<file path="config.mk">
export PLATFORM = sky130hd
export DESIGN_NAME = mem_port_arbiter_flat
export DESIGN_NICKNAME = d
export VERILOG_FILES = /design/src/rtl/mem_port_arbiter_pkg.sv /design/src/rtl/mem_port_arbiter_if.sv /design/src/rtl/mem_arb_watchdog.sv /design/src/rtl/mem_port_arbiter.sv /design/src/flat_wrapper.sv
export SDC_FILE = /design/constraint.sdc
export NUM_CORES = 1
export LEC_CHECK = 0
export CORE_MARGIN = 3
export CORE_UTILIZATION = 38
export CTS_BUF_LIST = sky130_fd_sc_hd__clkbuf_4
export CTS_CLUSTER_DIAMETER = 60
export DETAILED_ROUTE_END_ITERATION = 8
export PLACE_DENSITY = 0.91
export RECOVER_POWER = 25
export SETUP_SLACK_MARGIN = 0.2
export SLEW_MARGIN = 20
export SYNTH_ARGS = -nofsm -noshare
export SYNTH_HDL_FRONTEND = slang
export SYNTH_SLANG_ARGS = --single-unit
</file>
<file path="constraint.sdc">
create_clock -name clk -period 2.01 [get_ports clk]
set_input_delay 0.402 -clock clk [delete_from_list [all_inputs] [get_ports clk]]
set_output_delay 0.402 -clock clk [all_outputs]
set_load 0.01 [all_outputs]
</file>
<file path="src/rtl/mem_port_arbiter_pkg.sv">
// mem_port_arbiter_pkg
//   Shared types and constants for the unified memory port arbiter.
//   arb_state_e  : arbiter FSM encoding (idle, fetch owns port, data owns port)
//   FETCH_FUNCT3 : access size issued for instruction fetches (word)
package mem_port_arbiter_pkg;

  typedef enum logic [1:0] {
    ARB_IDLE  = 2'd0,
    ARB_IBUSY = 2'd1,
    ARB_DBUSY = 2'd2
  } arb_state_e;

  localparam logic [2:0] FETCH_FUNCT3 = 3'b010;

endpackage

</file>
<file path="src/rtl/mem_port_arbiter_if.sv">
// mem_port_arbiter_if
//   Bundles the fetch port (i_*), data port (d_*), pipeline stalls and the
//   shared memory command/response (mem_*) plus the sticky timeout flag.
//   modport slave  : the arbiter's view (serves i/d requests, drives memory)
//   modport master : the environment's view (pipeline stages and memory model)
interface mem_port_arbiter_if #(
  parameter int ADDR_W = 32,
  parameter int DATA_W = 32
);
  // fetch port
  logic              i_req;
  logic [ADDR_W-1:0] i_addr;
  logic              i_flush;
  logic              i_ack;
  logic [DATA_W-1:0] i_rdata;
  // data port
  logic              d_req;
  logic              d_we;
  logic [ADDR_W-1:0] d_addr;
  logic [2:0]        d_funct3;
  logic [DATA_W-1:0] d_wdata;
  logic              d_ack;
  logic [DATA_W-1:0] d_rdata;
  // pipeline stalls
  logic              stall_if;
  logic              stall_mem;
  // memory command / response
  logic              mem_req;
  logic              mem_we;
  logic [ADDR_W-1:0] mem_addr;
  logic [2:0]        mem_funct3;
  logic [DATA_W-1:0] mem_wdata;
  logic              mem_ack;
  logic [DATA_W-1:0] mem_rdata;
  // status
  logic              err;

  modport slave (
    input  i_req, i_addr, i_flush,
    output i_ack, i_rdata,
    input  d_req, d_we, d_addr, d_funct3, d_wdata,
    output d_ack, d_rdata,
    output stall_if, stall_mem,
    output mem_req, mem_we, mem_addr, mem_funct3, mem_wdata,
    input  mem_ack, mem_rdata,
    output err
  );

  modport master (
    output i_req, i_addr, i_flush,
    input  i_ack, i_rdata,
    output d_req, d_we, d_addr, d_funct3, d_wdata,
    input  d_ack, d_rdata,
    input  stall_if, stall_mem,
    input  mem_req, mem_we, mem_addr, mem_funct3, mem_wdata,
    output mem_ack, mem_rdata,
    input  err
  );

endinterface

</file>
<file path="src/rtl/mem_arb_watchdog.sv">
// mem_arb_watchdog
//   Counts busy cycles that pass without a memory completion and flags the
//   cycle on which the transaction must be abandoned.
//   clk, rst : clock, synchronous active-high reset
//   clr      : restart the count (new grant)
//   en       : a busy cycle with no completion
//   expire   : en while the count has reached TIMEOUT-1
module mem_arb_watchdog #(
  parameter int TIMEOUT = 16
) (
  input  logic clk,
  input  logic rst,
  input  logic clr,
  input  logic en,
  output logic expire
);

  localparam int CNT_W = (TIMEOUT > 2) ? $clog2(TIMEOUT) : 1;

  logic [CNT_W-1:0] cnt_q;
  logic [CNT_W-1:0] cnt_d;

  assign expire = en && (cnt_q == CNT_W'(TIMEOUT - 1));

  always_comb begin
    cnt_d = cnt_q;
    if (clr) begin
      cnt_d = '0;
    end else if (en) begin
      cnt_d = cnt_q + CNT_W'(1);
    end
  end

  always_ff @(posedge clk) begin
    if (rst) begin
      cnt_q <= '0;
    end else begin
      cnt_q <= cnt_d;
    end
  end

endmodule

</file>
<file path="src/rtl/mem_port_arbiter.sv">
// mem_port_arbiter
//   Shares one memory port between instruction fetch and the data stage.
//   Data (older instruction) has fixed priority; a fetch in progress is never
//   preempted. Fetches killed by a taken branch complete silently, and a
//   watchdog aborts transactions that never receive mem_ack.
//   clk, rst : clock, synchronous active-high reset
//   bus      : mem_port_arbiter_if.slave carrying the i_*, d_*, stall_*,
//              mem_* and err signals
module mem_port_arbiter
  import mem_port_arbiter_pkg::*;
#(
  parameter int ADDR_W  = 32,
  parameter int DATA_W  = 32,
  parameter int TIMEOUT = 16
) (
  input logic                  clk,
  input logic                  rst,
  mem_port_arbiter_if.slave    bus
);

  arb_state_e        state_q, state_d;
  logic              kill_q, kill_d;
  logic              err_q, err_d;
  logic              we_q, we_d;
  logic [ADDR_W-1:0] addr_q, addr_d;
  logic [2:0]        funct3_q, funct3_d;
  logic [DATA_W-1:0] wdata_q, wdata_d;

  logic              busy;
  logic              expire;
  logic              ack_event;
  logic              load_i;
  logic              load_d;
  logic              i_ack;
  logic              d_ack;
  logic [DATA_W-1:0] rdata_src;

  assign busy      = (state_q != ARB_IDLE);
  // A transaction ends either on a real completion or on a watchdog abort.
  assign ack_event = busy && (bus.mem_ack || expire);

  mem_arb_watchdog #(
    .TIMEOUT (TIMEOUT)
  ) u_watchdog (
    .clk    (clk),
    .rst    (rst),
    .clr    (load_i || load_d),
    .en     (busy && !bus.mem_ack),
    .expire (expire)
  );

  // Next state and command capture. Once the owner is acked only the other
  // requester is considered, so the same requester always sees an idle cycle
  // between back-to-back grants.
  always_comb begin
    state_d  = state_q;
    kill_d   = kill_q;
    err_d    = err_q || expire;
    load_i   = 1'b0;
    load_d   = 1'b0;

    case (state_q)
      ARB_IDLE: begin
        if (bus.d_req) begin
          load_d = 1'b1;
        end else if (bus.i_req) begin
          load_i = 1'b1;
        end
      end
      ARB_IBUSY: begin
        if (bus.i_flush) begin
          kill_d = 1'b1;
        end
        if (ack_event) begin
          kill_d = 1'b0;
          if (!expire && bus.d_req) begin
            load_d = 1'b1;
          end else begin
            state_d = ARB_IDLE;
          end
        end
      end
      ARB_DBUSY: begin
        if (ack_event) begin
          if (!expire && bus.i_req) begin
            load_i = 1'b1;
          end else begin
            state_d = ARB_IDLE;
          end
        end
      end
      default: begin
        state_d = ARB_IDLE;
        kill_d  = 1'b0;
      end
    endcase

    we_d     = we_q;
    addr_d   = addr_q;
    funct3_d = funct3_q;
    wdata_d  = wdata_q;
    if (load_d) begin
      state_d  = ARB_DBUSY;
      we_d     = bus.d_we;
      addr_d   = bus.d_addr;
      funct3_d = bus.d_funct3;
      wdata_d  = bus.d_wdata;
    end else if (load_i) begin
      state_d  = ARB_IBUSY;
      we_d     = 1'b0;
      addr_d   = bus.i_addr;
      funct3_d = FETCH_FUNCT3;
      wdata_d  = '0;
    end
  end

  always_ff @(posedge clk) begin
    if (rst) begin
      state_q  <= ARB_IDLE;
      kill_q   <= 1'b0;
      err_q    <= 1'b0;
      we_q     <= 1'b0;
      addr_q   <= '0;
      funct3_q <= '0;
      wdata_q  <= '0;
    end else begin
      state_q  <= state_d;
      kill_q   <= kill_d;
      err_q    <= err_d;
      we_q     <= we_d;
      addr_q   <= addr_d;
      funct3_q <= funct3_d;
      wdata_q  <= wdata_d;
    end
  end

  // A flush coinciding with the completion kills the fetch just like an
  // earlier flush; an abort returns zero instead of whatever is on mem_rdata.
  assign i_ack     = (state_q == ARB_IBUSY) && ack_event && !kill_q && !bus.i_flush;
  assign d_ack     = (state_q == ARB_DBUSY) && ack_event;
  assign rdata_src = expire ? '0 : bus.mem_rdata;

  assign bus.i_ack      = i_ack;
  assign bus.d_ack      = d_ack;
  assign bus.i_rdata    = i_ack ? rdata_src : '0;
  assign bus.d_rdata    = d_ack ? rdata_src : '0;
  assign bus.stall_if   = bus.i_req && !i_ack;
  assign bus.stall_mem  = bus.d_req && !d_ack;
  assign bus.mem_req    = busy;
  assign bus.mem_we     = we_q;
  assign bus.mem_addr   = addr_q;
  assign bus.mem_funct3 = funct3_q;
  assign bus.mem_wdata  = wdata_q;
  assign bus.err        = err_q;

endmodule

</file>
<file path="src/flat_wrapper.sv">
// flat-port wrapper written by rule: the top's interface ports become plain ports
module mem_port_arbiter_flat import mem_port_arbiter_pkg::*;
#(
  parameter int ADDR_W  = 32,
  parameter int DATA_W  = 32,
  parameter int TIMEOUT = 16
)
  (clk, rst, bus_i_req, bus_i_addr, bus_i_flush, bus_i_ack, bus_i_rdata, bus_d_req, bus_d_we, bus_d_addr, bus_d_funct3, bus_d_wdata, bus_d_ack, bus_d_rdata, bus_stall_if, bus_stall_mem, bus_mem_req, bus_mem_we, bus_mem_addr, bus_mem_funct3, bus_mem_wdata, bus_mem_ack, bus_mem_rdata, bus_err);
  mem_port_arbiter_if #(.ADDR_W(ADDR_W), .DATA_W(DATA_W)) bus_i ();
  input logic clk;
  input logic rst;
  input wire logic [$bits(bus_i.i_req)-1:0] bus_i_req;
  input wire logic [$bits(bus_i.i_addr)-1:0] bus_i_addr;
  input wire logic [$bits(bus_i.i_flush)-1:0] bus_i_flush;
  output wire logic [$bits(bus_i.i_ack)-1:0] bus_i_ack;
  output wire logic [$bits(bus_i.i_rdata)-1:0] bus_i_rdata;
  input wire logic [$bits(bus_i.d_req)-1:0] bus_d_req;
  input wire logic [$bits(bus_i.d_we)-1:0] bus_d_we;
  input wire logic [$bits(bus_i.d_addr)-1:0] bus_d_addr;
  input wire logic [$bits(bus_i.d_funct3)-1:0] bus_d_funct3;
  input wire logic [$bits(bus_i.d_wdata)-1:0] bus_d_wdata;
  output wire logic [$bits(bus_i.d_ack)-1:0] bus_d_ack;
  output wire logic [$bits(bus_i.d_rdata)-1:0] bus_d_rdata;
  output wire logic [$bits(bus_i.stall_if)-1:0] bus_stall_if;
  output wire logic [$bits(bus_i.stall_mem)-1:0] bus_stall_mem;
  output wire logic [$bits(bus_i.mem_req)-1:0] bus_mem_req;
  output wire logic [$bits(bus_i.mem_we)-1:0] bus_mem_we;
  output wire logic [$bits(bus_i.mem_addr)-1:0] bus_mem_addr;
  output wire logic [$bits(bus_i.mem_funct3)-1:0] bus_mem_funct3;
  output wire logic [$bits(bus_i.mem_wdata)-1:0] bus_mem_wdata;
  input wire logic [$bits(bus_i.mem_ack)-1:0] bus_mem_ack;
  input wire logic [$bits(bus_i.mem_rdata)-1:0] bus_mem_rdata;
  output wire logic [$bits(bus_i.err)-1:0] bus_err;
  assign bus_i.i_req = bus_i_req;
  assign bus_i.i_addr = bus_i_addr;
  assign bus_i.i_flush = bus_i_flush;
  assign bus_i_ack = bus_i.i_ack;
  assign bus_i_rdata = bus_i.i_rdata;
  assign bus_i.d_req = bus_d_req;
  assign bus_i.d_we = bus_d_we;
  assign bus_i.d_addr = bus_d_addr;
  assign bus_i.d_funct3 = bus_d_funct3;
  assign bus_i.d_wdata = bus_d_wdata;
  assign bus_d_ack = bus_i.d_ack;
  assign bus_d_rdata = bus_i.d_rdata;
  assign bus_stall_if = bus_i.stall_if;
  assign bus_stall_mem = bus_i.stall_mem;
  assign bus_mem_req = bus_i.mem_req;
  assign bus_mem_we = bus_i.mem_we;
  assign bus_mem_addr = bus_i.mem_addr;
  assign bus_mem_funct3 = bus_i.mem_funct3;
  assign bus_mem_wdata = bus_i.mem_wdata;
  assign bus_i.mem_ack = bus_mem_ack;
  assign bus_i.mem_rdata = bus_mem_rdata;
  assign bus_err = bus_i.err;
  mem_port_arbiter #(.ADDR_W(ADDR_W), .DATA_W(DATA_W), .TIMEOUT(TIMEOUT)) u_core (.clk(clk), .rst(rst), .bus(bus_i));
endmodule
</file>
**Word-level counts from Yosys, hierarchy flattened**

Cells that the tools add are included.

- Register bits: 76
- Input port bits: 138
- Output and inout bits: 138
- Logic and storage cells: 84

- Add/sub/neg operators: 1
- Eq/ne operators: 14
- Multiplexer cells: 30
- Bitwise operators: 1
- Reductions and logical operators: 29

Operators by type and width:

| operator | count |
|---|---|
| 32-bit 2-to-1 mux | 7 |
| 2-bit 2-to-1 mux | 6 |
| 1-bit logical AND | 11 |
| 1-bit 2-to-1 mux | 11 |
| 5-bit AND reduction | 2 |
| 3-bit by 1-bit != test with 1-bit output (second input constant) | 3 |
| 3-bit by 2-bit != test with 1-bit output (second input constant) | 3 |
| 4-bit by 1-bit != test with 1-bit output (second input constant) | 2 |
| 4-bit by 2-bit != test with 1-bit output (second input constant) | 2 |
| 1-bit zero test | 6 |
| 3-bit 2-to-1 mux | 2 |
| 1-bit case mux with 2 select lines | 3 |
| 2-bit case mux with 3 select lines | 1 |
| 2-bit OR reduction | 3 |
| 4-bit by 1-bit adder with 4-bit output (second input constant) | 1 |
| 4-bit equality test (second input constant) | 1 |
| 2-bit nonzero test | 2 |
| 1-bit logical OR | 3 |
| 2-bit by 1-bit equality test with 1-bit output (second input constant) | 1 |
| 2-bit equality test (second input constant) | 1 |
| 2-bit zero test | 1 |
| 2-bit by 1-bit != test with 1-bit output (second input constant) | 1 |
| 2-bit AND reduction | 1 |
| 1-bit NOT | 1 |

**Depth between registers and ports, before layout**

Gate-level depths: netlist (run 1).

- Word-level depth: 10
- Mapped depth: 7
- Gate-level depth less buffers: 4

**Cells and area by module**

A second synthesis (run 1) with hierarchy kept.

- Cells, all modules: 435
- Area, all modules: 3,849.9 um2

By module, submodules not included:

| module | instances | cells each | area each (um2) | seq. area each (um2) |
|---|---|---|---|---|
| mem_port_arbiter | 1 | 417 | 3,628.5 | 1,441.4 |
| mem_arb_watchdog | 1 | 18 | 221.5 | 80.1 |

**Worst setup path before layout (run 1)**

No wires, ideal clock.

- Path kind: in2out
- From: input bus_mem_ack
- To: output bus_d_rdata[10]
- Arrival: 1.305 ns
- Required time: 1.608 ns
- Setup slack: 0.303 ns
- Stages on the path: 4
- Path buffers: 2
- Cell sequence: buf_2 -> nor3b_1 -> clkbuf_1 -> and2_1

- Longest elaborated chain between the ends: 7
- Elaborated cells on any way between the ends: 8
- Those cells by class: mux (2); reduce/logical (6)

Ends and longest elaborated chain:

| what | line | RTL |
|---|---|---|
| from (decl) | flat_wrapper.sv:31 | `input wire logic [$bits(bus_i.mem_ack)-1:0] bus_mem_ack;` |
| 1-bit zero test | mem_port_arbiter.sv:48 | `.en (busy && !bus.mem_ack),` |
| 1-bit logical AND | mem_port_arbiter.sv:48 |  |
| 1-bit logical AND | mem_arb_watchdog.sv:23 | `assign expire = en && (cnt_q == CNT_W'(TIMEOUT - 1));` |
| 1-bit logical OR | mem_port_arbiter.sv:40 | `assign ack_event = busy && (bus.mem_ack \|\| expire);` |
| 1-bit logical AND | mem_port_arbiter.sv:40 |  |
| 1-bit logical AND | mem_port_arbiter.sv:140 | `assign d_ack = (state_q == ARB_DBUSY) && ack_event;` |
| 32-bit 2-to-1 mux (*) | mem_port_arbiter.sv:146 | `assign bus.d_rdata = d_ack ? rdata_src : '0;` |
| to (decl) | flat_wrapper.sv:23 | `output wire logic [$bits(bus_i.d_rdata)-1:0] bus_d_rdata;` |

Every way passes the cells marked *; elsewhere a longest branch is shown, timed or not.

**Worst setup path in the final report (run 1)**

- From: register u_core.kill_q
- To: output bus_i_rdata[2]

- Longest elaborated chain between the ends: 4

Ends and longest elaborated chain:

| what | line | RTL |
|---|---|---|
| from (decl) | mem_port_arbiter.sv:22 | `logic kill_q, kill_d;` |
| from (signal assigned) | mem_port_arbiter.sv:128 | `kill_q <= kill_d;` |
| 1-bit zero test | mem_port_arbiter.sv:139 | `assign i_ack = (state_q == ARB_IBUSY) && ack_event && !kill_q && !bus.i_flush;` |
| 1-bit logical AND (2 in a row) | mem_port_arbiter.sv:139 |  |
| 32-bit 2-to-1 mux | mem_port_arbiter.sv:145 | `assign bus.i_rdata = i_ack ? rdata_src : '0;` |
| to (decl) | flat_wrapper.sv:16 | `output wire logic [$bits(bus_i.i_rdata)-1:0] bus_i_rdata;` |

Every way passes these cells.

==> results of run 1 <==
[logic make-up after synthesis]
family          synth area share (%)
fa+ha+maj                      0.294
simple gates                    25.3
xor+xnor                       0.206
buf+inv                         10.8
mux                            0.235
compound gates                  27.4
flops                           35.7
[registers in the layout, summed over array words and instances (netlist names)]
| signal | flops |
|---|---|
| u_core.bus.mem_addr | 32 |
| u_core.bus.mem_wdata | 32 |
| u_core.u_watchdog.cnt_q | 4 |
| u_core.bus.mem_funct3 | 3 |
| u_core.state_q | 2 |
| u_core.bus.err | 1 |
| u_core.bus.mem_we | 1 |
| u_core.kill_q | 1 |
[metal layers]
layer | vias to the layer above | GRT usage [%] | wire length [um]
met2 | 258 | 44.8 | 8900
li1 | 2386 | - | -
met4 | 0 | 6.49 | 336
met5 | - | 0 | 0
met3 | 30 | 7.28 | 1350
met1 | 2490 | 32.5 | 7320
[cell type report]
type | instances | area, um^2
tap | 140 | 175
multi-input combinational | 310 | 2460
sequential | 76 | 1530
timing repair buffer | 333 | 3250
clock buffer | 9 | 67.6
clock inverter | 6 | 32.5
inverter | 38 | 145
fill | 793 | 3220
[cell usage in the layout (no fill, tap or decap), types with 2 or more instances in the layout]
master           synthesis  routed
clkdlybuf4s50_1          0     198
dfxtp_1                 76      70
buf_6                    5      52
inv_1                   38      37
nand2_1                 36      36
and2_4                   0      32
o31ai_1                 32      32
nand4_1                 32      32
nor3_1                  33      32
a311oi_1                32      32
buf_2                   20      32
and3_1                  32      30
o32ai_2                 30      30
buf_4                    1      28
clkbuf_4                 0       9
buf_12                   0       8
o32ai_1                  5       5
clkbuf_1                36       5
nand2b_1                 5       4
or3_1                    4       4
clkinv_2                 0       4
dfxtp_2                  0       4
nor2b_1                  7       3
nor2b_2                  0       3
o21ai_0                  3       3
a21oi_1                  3       3
nand3_1                  3       3
clkbuf_2                 1       3
and3_4                   0       2
nor2_1                   3       2
a2111oi_2                2       2
nor4_1                   2       2
clkbuf_16                0       2
dlygate4sd2_1            0       2
clkdlybuf4s25_1          0       2
dfxtp_4                  0       2
[Yosys cell counts, types with 2 or more instances]
master / n / area share (%)
o32ai_2: 30 / 11
nand2_1: 36 / 3.2
o32ai_1: 5 / 1.0
nand2b_1: 5 / 0.73
a21oi_1: 3 / 0.35
or3_1: 4 / 0.59
inv_1: 38 / 3.4
buf_6: 5 / 1.3
o21ai_0: 3 / 0.35
a311oi_1: 32 / 6.6
nor3_1: 33 / 3.9
dfxtp_1: 76 / 36
nor2_1: 3 / 0.26
buf_2: 20 / 2.4
nor4_1: 2 / 0.29
clkbuf_1: 36 / 3.2
o31ai_1: 32 / 5.6
a2111oi_2: 2 / 0.71
and3_1: 32 / 4.7
buf_1: 4 / 0.35
nand4_1: 32 / 4.7
nand3_1: 3 / 0.35
nor2b_1: 7 / 1.0
and2_1: 32 / 4.7
[worst min path at each step]
stage                                                     start                                     to  cells past startpoint
after floorplan           u_core.bus.mem_funct3[0]$_SDFFE_PP0N_  u_core.bus.mem_funct3[0]$_SDFFE_PP0N_                      2
after global placement     u_core.bus.mem_wdata[0]$_SDFFE_PP0N_   u_core.bus.mem_wdata[0]$_SDFFE_PP0N_                      2
after detailed placement              u_core.bus.err$_SDFF_PP0_              u_core.bus.err$_SDFF_PP0_                      1
after CTS                        u_core.bus.mem_we$_SDFFE_PP0N_         u_core.bus.mem_we$_SDFFE_PP0N_                      2
after global routing                            bus_d_funct3[0]  u_core.bus.mem_funct3[0]$_SDFFE_PP0N_                      3
final                            u_core.bus.mem_we$_SDFFE_PP0N_         u_core.bus.mem_we$_SDFFE_PP0N_                      2
[power groups by stage]
stage / clock (mW) / sequential, mW / combinational, mW
final: 0.776 / 1.69 / 1.40
after global routing: 0.866 / 1.70 / 1.48
after CTS: 0.798 / 1.69 / 1.32
after detailed placement: 0 / 1.72 / 1.31
after global placement: 0 / 1.71 / 1.28
after floorplan: 0 / 1.76 / 0.507
[stage by stage]
step / setup TNS (ns) / std cells
detailed placement: -41.27 / 879
finish: -2.84 / 912
global placement: -38.36 / 879
global route: -8.74 / 912
CTS: -1.20 / 905
floorplan: 0 / 491
[worst max-delay path, stage by stage (launching register included)]
cell     delay (ns)
dfxtp_2        0.36
nor4b_4        0.27
buf_6          0.18
buf_6          0.11
buf_6          0.10
and3_1         0.16
buf_2          0.13
[what timing repair did]
item / in CTS / in global routing
pin swaps: 9 / 22
hold buffers: 0 / 0
resized for setup: 318 / 80
gates cloned: 5 / 2
setup buffers: 6 / 5
setup endpoints to repair: 69 / 76
==> impl_metrics.yaml, run 1 <==
run_status:
  outcome: "finished, violations left"
  failed_checks: "setup timing"
pwr:
  swShare_pct: 32.1
  p_leak_nw: 3.13
  pwr_density_cell_nw_per_um2: 504
  p_total_mw: 3.86
  comb_power_share_pct: 36.2
  p_int_mw: 2.62
  clock_power_share_pct: 20.1
  vdd_drop_max_mv: 0.382
  p_sw_mw: 1.24
  power.share.sequential_pct: 43.7
logic_synthesis:
  synth_area_um2: 4260
  ys_seq_area_share_pct: 35.7
  avgSynthCellArea_um2: 8.67
  synth_edf_count: 0
  synthCells: 491
  async_reset_ff_share_pct: 0
  synthesis.nets: 630
  ys_ff_latch: 76
  ys_warn_count: 0
  synthFlopType: "dfxtp_1"
  ys_types: 40
die:
  rows: 38
  fp.dieArea_um2: 12500
  die-height_um: 112
  io-pin-count: 276
  core_area_um2: 10900
  initial_core_util_pct: 39.1
  die_x_um: 112
routing:
  num_vias: 5164
  routed_via_density: 5.66
  dr.pass1.iters: 5
  ant_nets: 0
  dr.first_iter.drc_count: 479
  route.detailed.drc: 0
  routedWlPerCell_um: 19.6
  routed_wl_um: 17900
setup_path:
  critPathLaunch: "u_core.kill_q$_SDFFE_PP0P_"
  r2r_slack_ns: 0.01
  cp_max_fo: 6
  r2r_end: "u_core.bus.mem_addr[4]$_SDFFE_PP0N_"
  reg2reg_depth: 5
  cp-end-kind: "primary output"
  arrival_ns: 1.74
  crit_end: "bus_i_rdata[2]"
  r2r_start: "u_core.state_q[1]$_SDFFE_PP0P_"
  worstSetupStartpointType: "register"
  criticalPathCategory: "register to primary output"
  critPathRequiredTime_ns: 1.61
global_routing:
  antenna_found_initial: 0
  grt_pass1_vias: 5142
  grt_pass1_wl_um: 27100
  grt_max_degree: 39
  track_usage_pct: 26.1
  overflow: 0
sta:
  maxSlewViolCount: 0
  rsz0062_at_grt: "yes"
  skew_ns: 0.0275
  layout_setup_ws_ns: -0.130
  setup_viol: 65
  maxSlewHeadroom_pct: 50.1
  tightest_slew_ns: 0.748
  period_share_pct: 106
  hold_viol: 0
  period_needed_ns: 2.14
  holdWs_ns: 0.477
  fmax_mhz: 467
final_layout:
  fin_area_um2: 7660
  final_util_pct: 70.4
  area_growth_pct: 80.0
  drive_above_1_share_pct: 29.3
  nets: 907
  antennaDiodeCount: 0
clocking:
  clk-insertion-delay-late_ns: 0.41
  cts_buffers: 9
  cts_tree: "built"
  htreeDepth: 3
  clock_sinks: 76
  path_clk_slew_ns: 0.13
  clock-root-buffer: "clkbuf_4"
  clockBufferDepth: 2
place:
  hpwl_um: 12600
  pre_cts_slack_ns: -0.532
  portBuffers: 275
  placed_cell_area_um2: 7330
  place_congestion: 0.915
worst_hold_path:
  hp-class: "register to register"
job:
  drv_cap: 0
No activity file was read; power rests on OpenSTA's default activity.
==> run 2: changes to the inputs <==
--- a/config.mk
+++ b/config.mk
@@ -6,11 +6,11 @@
 export NUM_CORES = 1
 export LEC_CHECK = 0
 export CORE_MARGIN = 3
-export CORE_UTILIZATION = 38
+export CORE_UTILIZATION = 41
 export CTS_BUF_LIST = sky130_fd_sc_hd__clkbuf_4
 export CTS_CLUSTER_DIAMETER = 60
 export DETAILED_ROUTE_END_ITERATION = 8
-export PLACE_DENSITY = 0.91
+export PLACE_DENSITY = 0.95
 export RECOVER_POWER = 25
 export SETUP_SLACK_MARGIN = 0.2
 export SLEW_MARGIN = 20
==> constraint.sdc (replaced) <==
create_clock -name clk -period 2.7 [get_ports clk]
set_input_delay 0.54 -clock clk [delete_from_list [all_inputs] [get_ports clk]]
set_output_delay 0.54 -clock clk [all_outputs]
set_load 0.01 [all_outputs]
==> run 2 against run 1 <==
Net effect: the run now ends clean; core utilization grew 1.9 points; sequential share of layout area grew 1.2 points; critical path depth is the same; worst hold slack is essentially flat; power shrank 25%; final area shrank 6.1%; worst setup slack gained 0.34 ns; combinational power shrank 34%; clock-buffer cell count grew 1; clock power shrank 9.1%; sequential power shrank 26%; first-iteration DRC count shrank 19%.
==> impl_metrics.yaml, run 2 (same netlist as run 1, synthesis figures left out) <==
routing:
  num_vias: 5120
  routed_wl_um: 17100
  route.detailed.drc: 0
  routedWlPerCell_um: 19.4
  dr.first_iter.drc_count: 390
  ant_nets: 0
  routed_via_density: 5.81
  dr.pass1.iters: 5
place:
  place_congestion: 0.821
  hpwl_um: 12000
  placed_cell_area_um2: 7140
  portBuffers: 275
global_routing:
  track_usage_pct: 27.9
  met2_usage_pct: 45.3
  grt_pass1_vias: 5011
  antenna_found_initial: 0
  grt_max_degree: 69
  grt_pass1_wl_um: 26100
  grt_util_met3_pct: 8.34
  met1_usage_pct: 34.6
  grt-busiest-layer: "met2"
  overflow: 0
die:
  core_area_um2: 9950
  io-pin-count: 276
  rows: 36
  initial_core_util_pct: 42.8
  fp.dieArea_um2: 11600
  die_x_um: 108
  die-height_um: 108
setup_path:
  cp-end-kind: "register"
  critPathRequiredTime_ns: 3.00
  reg2reg_depth: 6
  arrival_ns: 2.79
  cp_max_fo: 32
  worstSetupStartpointType: "primary input"
  criticalPathCategory: "primary input to register"
final_layout:
  final_common_cell: "clkdlybuf4s50_1"
  final_util_pct: 72.3
  nets: 882
  drive_above_1_share_pct: 14.4
  fill_cells: 716
  fin_area_um2: 7200
  antennaDiodeCount: 0
  mostFrequentLayoutCells: "193 x clkdlybuf4s50_1, 74 x dfxtp_1, 38 x inv_1, 37 x dlygate4sd2_1, 36 x nand2_1"
  area_growth_pct: 69.1
worst_hold_path:
  hp-class: "register to register"
  whs_path_depth: 2
pwr:
  p_total_mw: 2.88
  p_leak_nw: 3.01
  vdd_drop_max_mv: 0.325
  pwr_density_cell_nw_per_um2: 401
sta:
  holdWs_ns: 0.476
  hold_viol: 0
  rsz0062_at_grt: "yes"
  skew_ns: 0.0196
  maxSlewViolCount: 0
  tightest_slew_ns: 0.818
  maxSlewHeadroom_pct: 45.5
  period_share_pct: 92.2
  fin_setup_tns_ns: 0
  period_needed_ns: 2.49
  setup_viol: 0
  fmax_mhz: 402
clocking:
  clk-insertion-delay-late_ns: 0.40
  clock-root-buffer: "clkbuf_4"
  cts_tree: "built"
  cts_buffers: 9
  clock_sinks: 76
  clockBufferDepth: 2
  htreeDepth: 3
  path_clk_slew_ns: 0.14
job:
  drv_cap: 0
run_status:
  outcome: "finished, final reports clean"
-- run 2: layout make-up --
class	count	area, um^2	share of cell area (%)
Tap cell	133	166	2.31
Clock buffer	10	75.1	1.04
Timing Repair Buffer	308	2930	40.7
Clock inverter	6	62.6	0.869
Inverter	38	143	1.98
Multi-Input combinational cell	310	2290	31.8
Sequential cell	76	1530	21.2
-- run 2: worst paths after layout --
kind / start / end / slack (ns)
min reg2reg: u_core.bus.mem_funct3[0]$_SDFFE_PP0N_ / u_core.bus.mem_funct3[0]$_SDFFE_PP0N_ / 0.48
max reg2reg: u_core.state_q[1]$_SDFFE_PP0P_ / u_core.u_watchdog.cnt_q[2]$_SDFFE_PP0P_ / 0.43
min: u_core.bus.mem_funct3[0]$_SDFFE_PP0N_ / u_core.bus.mem_funct3[0]$_SDFFE_PP0N_ / 0.48
max: bus_d_req / u_core.bus.mem_addr[17]$_SDFFE_PP0N_ / 0.21
-- run 2: worst max-delay path, stage by stage --
cell and delay [ns]:
dlygate4sd3_1 0.66, nor2b_1 0.20, clkbuf_1 0.64, nand2b_1 0.23, buf_12 0.23, a311oi_1 0.27
-- run 2: power by group --
part,switching (mW),internal (mW)
Clock,0.413,0.292
Sequential,0.0484,1.21
Combinational,0.439,0.486
-- run 2: layer usage --
layer,share of wire (%),wire length (um),vias up
met5,0,0,-
met4,3.8,643,0
met3,9.1,1560,63
met2,48,8290,314
met1,39,6610,2410
li1,-,-,2333
-- run 2: timing repair --
action | in CTS | in global routing
resized for setup | 90 | 46
setup endpoints to repair | 68 | 52
pin swaps | 1 | 1
setup buffers | 9 | 0
gates cloned | 2 | 0
hold buffers | 0 | 0
hold endpoints to repair | 0 | 0
-- run 2: through the flow --
| stage | setup slack (ns) | std cells |
|---|---|---|
| floorplan | 0.717 | 491 |
| global placement | -0.0219 | 854 |
| detailed placement | -0.0879 | 854 |
| CTS | 0.187 | 881 |
| global route | 0.0830 | 881 |
| finish | 0.209 | 881 |
==> run 3: changes to the inputs <==
--- a/config.mk
+++ b/config.mk
@@ -5,8 +5,10 @@
 export SDC_FILE = /design/constraint.sdc
 export NUM_CORES = 1
 export LEC_CHECK = 0
+export CELL_PAD_IN_SITES_DETAIL_PLACEMENT = 0
+export CELL_PAD_IN_SITES_GLOBAL_PLACEMENT = 1
 export CORE_MARGIN = 3
-export CORE_UTILIZATION = 41
+export CORE_UTILIZATION = 28
 export CTS_BUF_LIST = sky130_fd_sc_hd__clkbuf_4
 export CTS_CLUSTER_DIAMETER = 60
 export DETAILED_ROUTE_END_ITERATION = 8
==> run 3 against run 2 <==
Net effect: power down 0.58%; worst hold slack better by 0.0037 ns; clock power about the same; non-clock buffer count up 2; via count down 6.3%; register-to-register slack worse by 0.05 ns; clock-buffer cell count down 1; combinational power down 1%; sequential power about the same; die area up 44%; critical path type is now register to primary output; largest cell class unchanged.
==> impl_metrics.yaml, run 3 (same netlist as run 1, synthesis figures left out) <==
routing:
  routed_via_density: 5.13
  routed_wl_um: 16700
  num_vias: 4796
  route.detailed.drc: 0
  routedWlPerCell_um: 17.8
  dr.pass1.iters: 4
  dr.first_iter.drc_count: 194
  ant_nets: 0
place:
  hpwl_um: 11800
  pre_cts_slack_ns: -0.138
  portBuffers: 275
  place_congestion: 0.784
sta:
  tightest_slew_ns: 1.06
  maxSlewHeadroom_pct: 29.1
  setup_viol: 0
  holdWs_ns: 0.480
  maxSlewViolCount: 0
  period_share_pct: 89.5
  hold_viol: 0
  period_needed_ns: 2.42
  fmax_mhz: 414
  rsz0062_at_grt: "no"
  skew_ns: 0.00691
  layout_setup_ws_ns: 0.284
clocking:
  htreeDepth: 3
  hold_buffers: 0
  cts_buffers: 9
  cts_tree: "built"
  clock-root-buffer: "clkbuf_4"
  clock_sinks: 76
  clk-insertion-delay-late_ns: 0.44
  path_clk_slew_ns: 0.15
  clockBufferDepth: 2
global_routing:
  grt_pass1_vias: 4670
  overflow: 0
  track_usage_pct: 18.5
  antenna_found_initial: 0
  grt_pass1_wl_um: 24800
  grt_max_degree: 41
setup_path:
  crit_family: "buffers and inverters"
  cp_max_fo: 4
  worstSetupStartpointType: "register"
  cp-end-kind: "primary output"
  crit_chain: "clkbuf_1, nor4b_4, buf_4, buf_2, and3_1, clkdlybuf4s15_2"
  arrival_ns: 1.88
  slowest_delay_ns: 0.34
  criticalPathCategory: "register to primary output"
  critPathRequiredTime_ns: 2.16
  slowest_stage: "dfxtp_1"
  crit_buf_inv: 4
worst_hold_path:
  hp-class: "register to register"
die:
  io-pin-count: 276
  rows: 44
  die-height_um: 129
  fp.dieArea_um2: 16700
  initial_core_util_pct: 29.0
  die_x_um: 129
  core_area_um2: 14700
final_layout:
  mostFrequentLayoutCells: "204 x clkdlybuf4s50_1, 73 x dfxtp_1, 38 x inv_1, 36 x nand2_1"
  multi_input_area_um2: 2250
  nets: 884
  antennaDiodeCount: 0
  area_growth_pct: 70.2
  fill_cells: 1414
  drive_above_1_share_pct: 15.5
  register_area_um2: 1530
  final_util_pct: 49.3
  final_common_cell: "clkdlybuf4s50_1"
job:
  drv_cap: 0
pwr:
  pwr_density_cell_nw_per_um2: 396
  vdd_drop_max_mv: 0.318
  p_leak_nw: 3.38
run_status:
  outcome: "finished, final reports clean"
==> run 3: path summary, 6_finish.rpt <==
kind / slack [ns] / endpoint / from / depth (start not counted)
worst max-delay path: 0.28 / bus_i_rdata[11] / u_core.state_q[1]$_SDFFE_PP0P_ / 6
worst min-delay path: 0.48 / u_core.bus.mem_wdata[13]$_SDFFE_PP0N_ / u_core.bus.mem_wdata[13]$_SDFFE_PP0N_ / 2
worst max register to register: 0.38 / u_core.bus.mem_funct3[1]$_SDFFE_PP0N_ / u_core.state_q[1]$_SDFFE_PP0P_ / 6
worst min register to register: 0.48 / u_core.bus.mem_wdata[13]$_SDFFE_PP0N_ / u_core.bus.mem_wdata[13]$_SDFFE_PP0N_ / 2
==> run 3: where the power goes <==
part           leakage, nW  internal [mW]  switching, mW
logic                 2.68          0.489          0.423
clock network       0.0703          0.212          0.492
registers            0.628           1.21         0.0447
total                 3.38           1.91          0.959
==> run 3: cell type report <==
class                   instances  area share [%]
clock buffers                   9           0.932
flip-flops and latches         76            21.0
inverters                      38            1.97
repair buffers                310            40.9
well taps                     184            3.18
clock inverters                 7           0.863
multi-input cells             310            31.1
==> run 3: layer usage <==
| metal | vias to the layer above | track usage, % | part of all wire [%] |
|---|---|---|---|
| met5 | - | 0 | 0 |
| met4 | 0 | 4.82 | 1.2 |
| met3 | 19 | 7.09 | 9.2 |
| met2 | 192 | 30.6 | 49 |
| met1 | 2248 | 22.7 | 41 |
| li1 | 2337 | - | - |
==> run 3: metrics by stage <==
step | total power, mW | TNS (ns) | cells | instance area, um^2
4_1_cts | 2.96 | 0 | 934 | 7420
2_1_floorplan | 1.69 | 0 | 491 | 4260
3_5_place_dp | 2.22 | -5.60 | 912 | 7240
6_report | 2.87 | 0 | 934 | 7250
5_1_grt | 3.02 | 0 | 934 | 7250
3_3_place_gp | 2.22 | -5.33 | 912 | 7240
==> run 3: repair_timing <==
action                     in CTS  in global routing
gates cloned                    2                  0
pin swaps                       1                  0
buffers inserted                4                  0
resized for setup              68                 85
setup endpoints to repair      68                 63
==> run 3: worst reg2reg max path: cells and delay by family (launching register included) <==
| kind | cells | cell delay (ns) |
|---|---|---|
| compound gates | 1 | 0.53 |
| buf+inv | 3 | 1.09 |
| flops | 1 | 0.37 |
| simple gates | 2 | 0.25 |
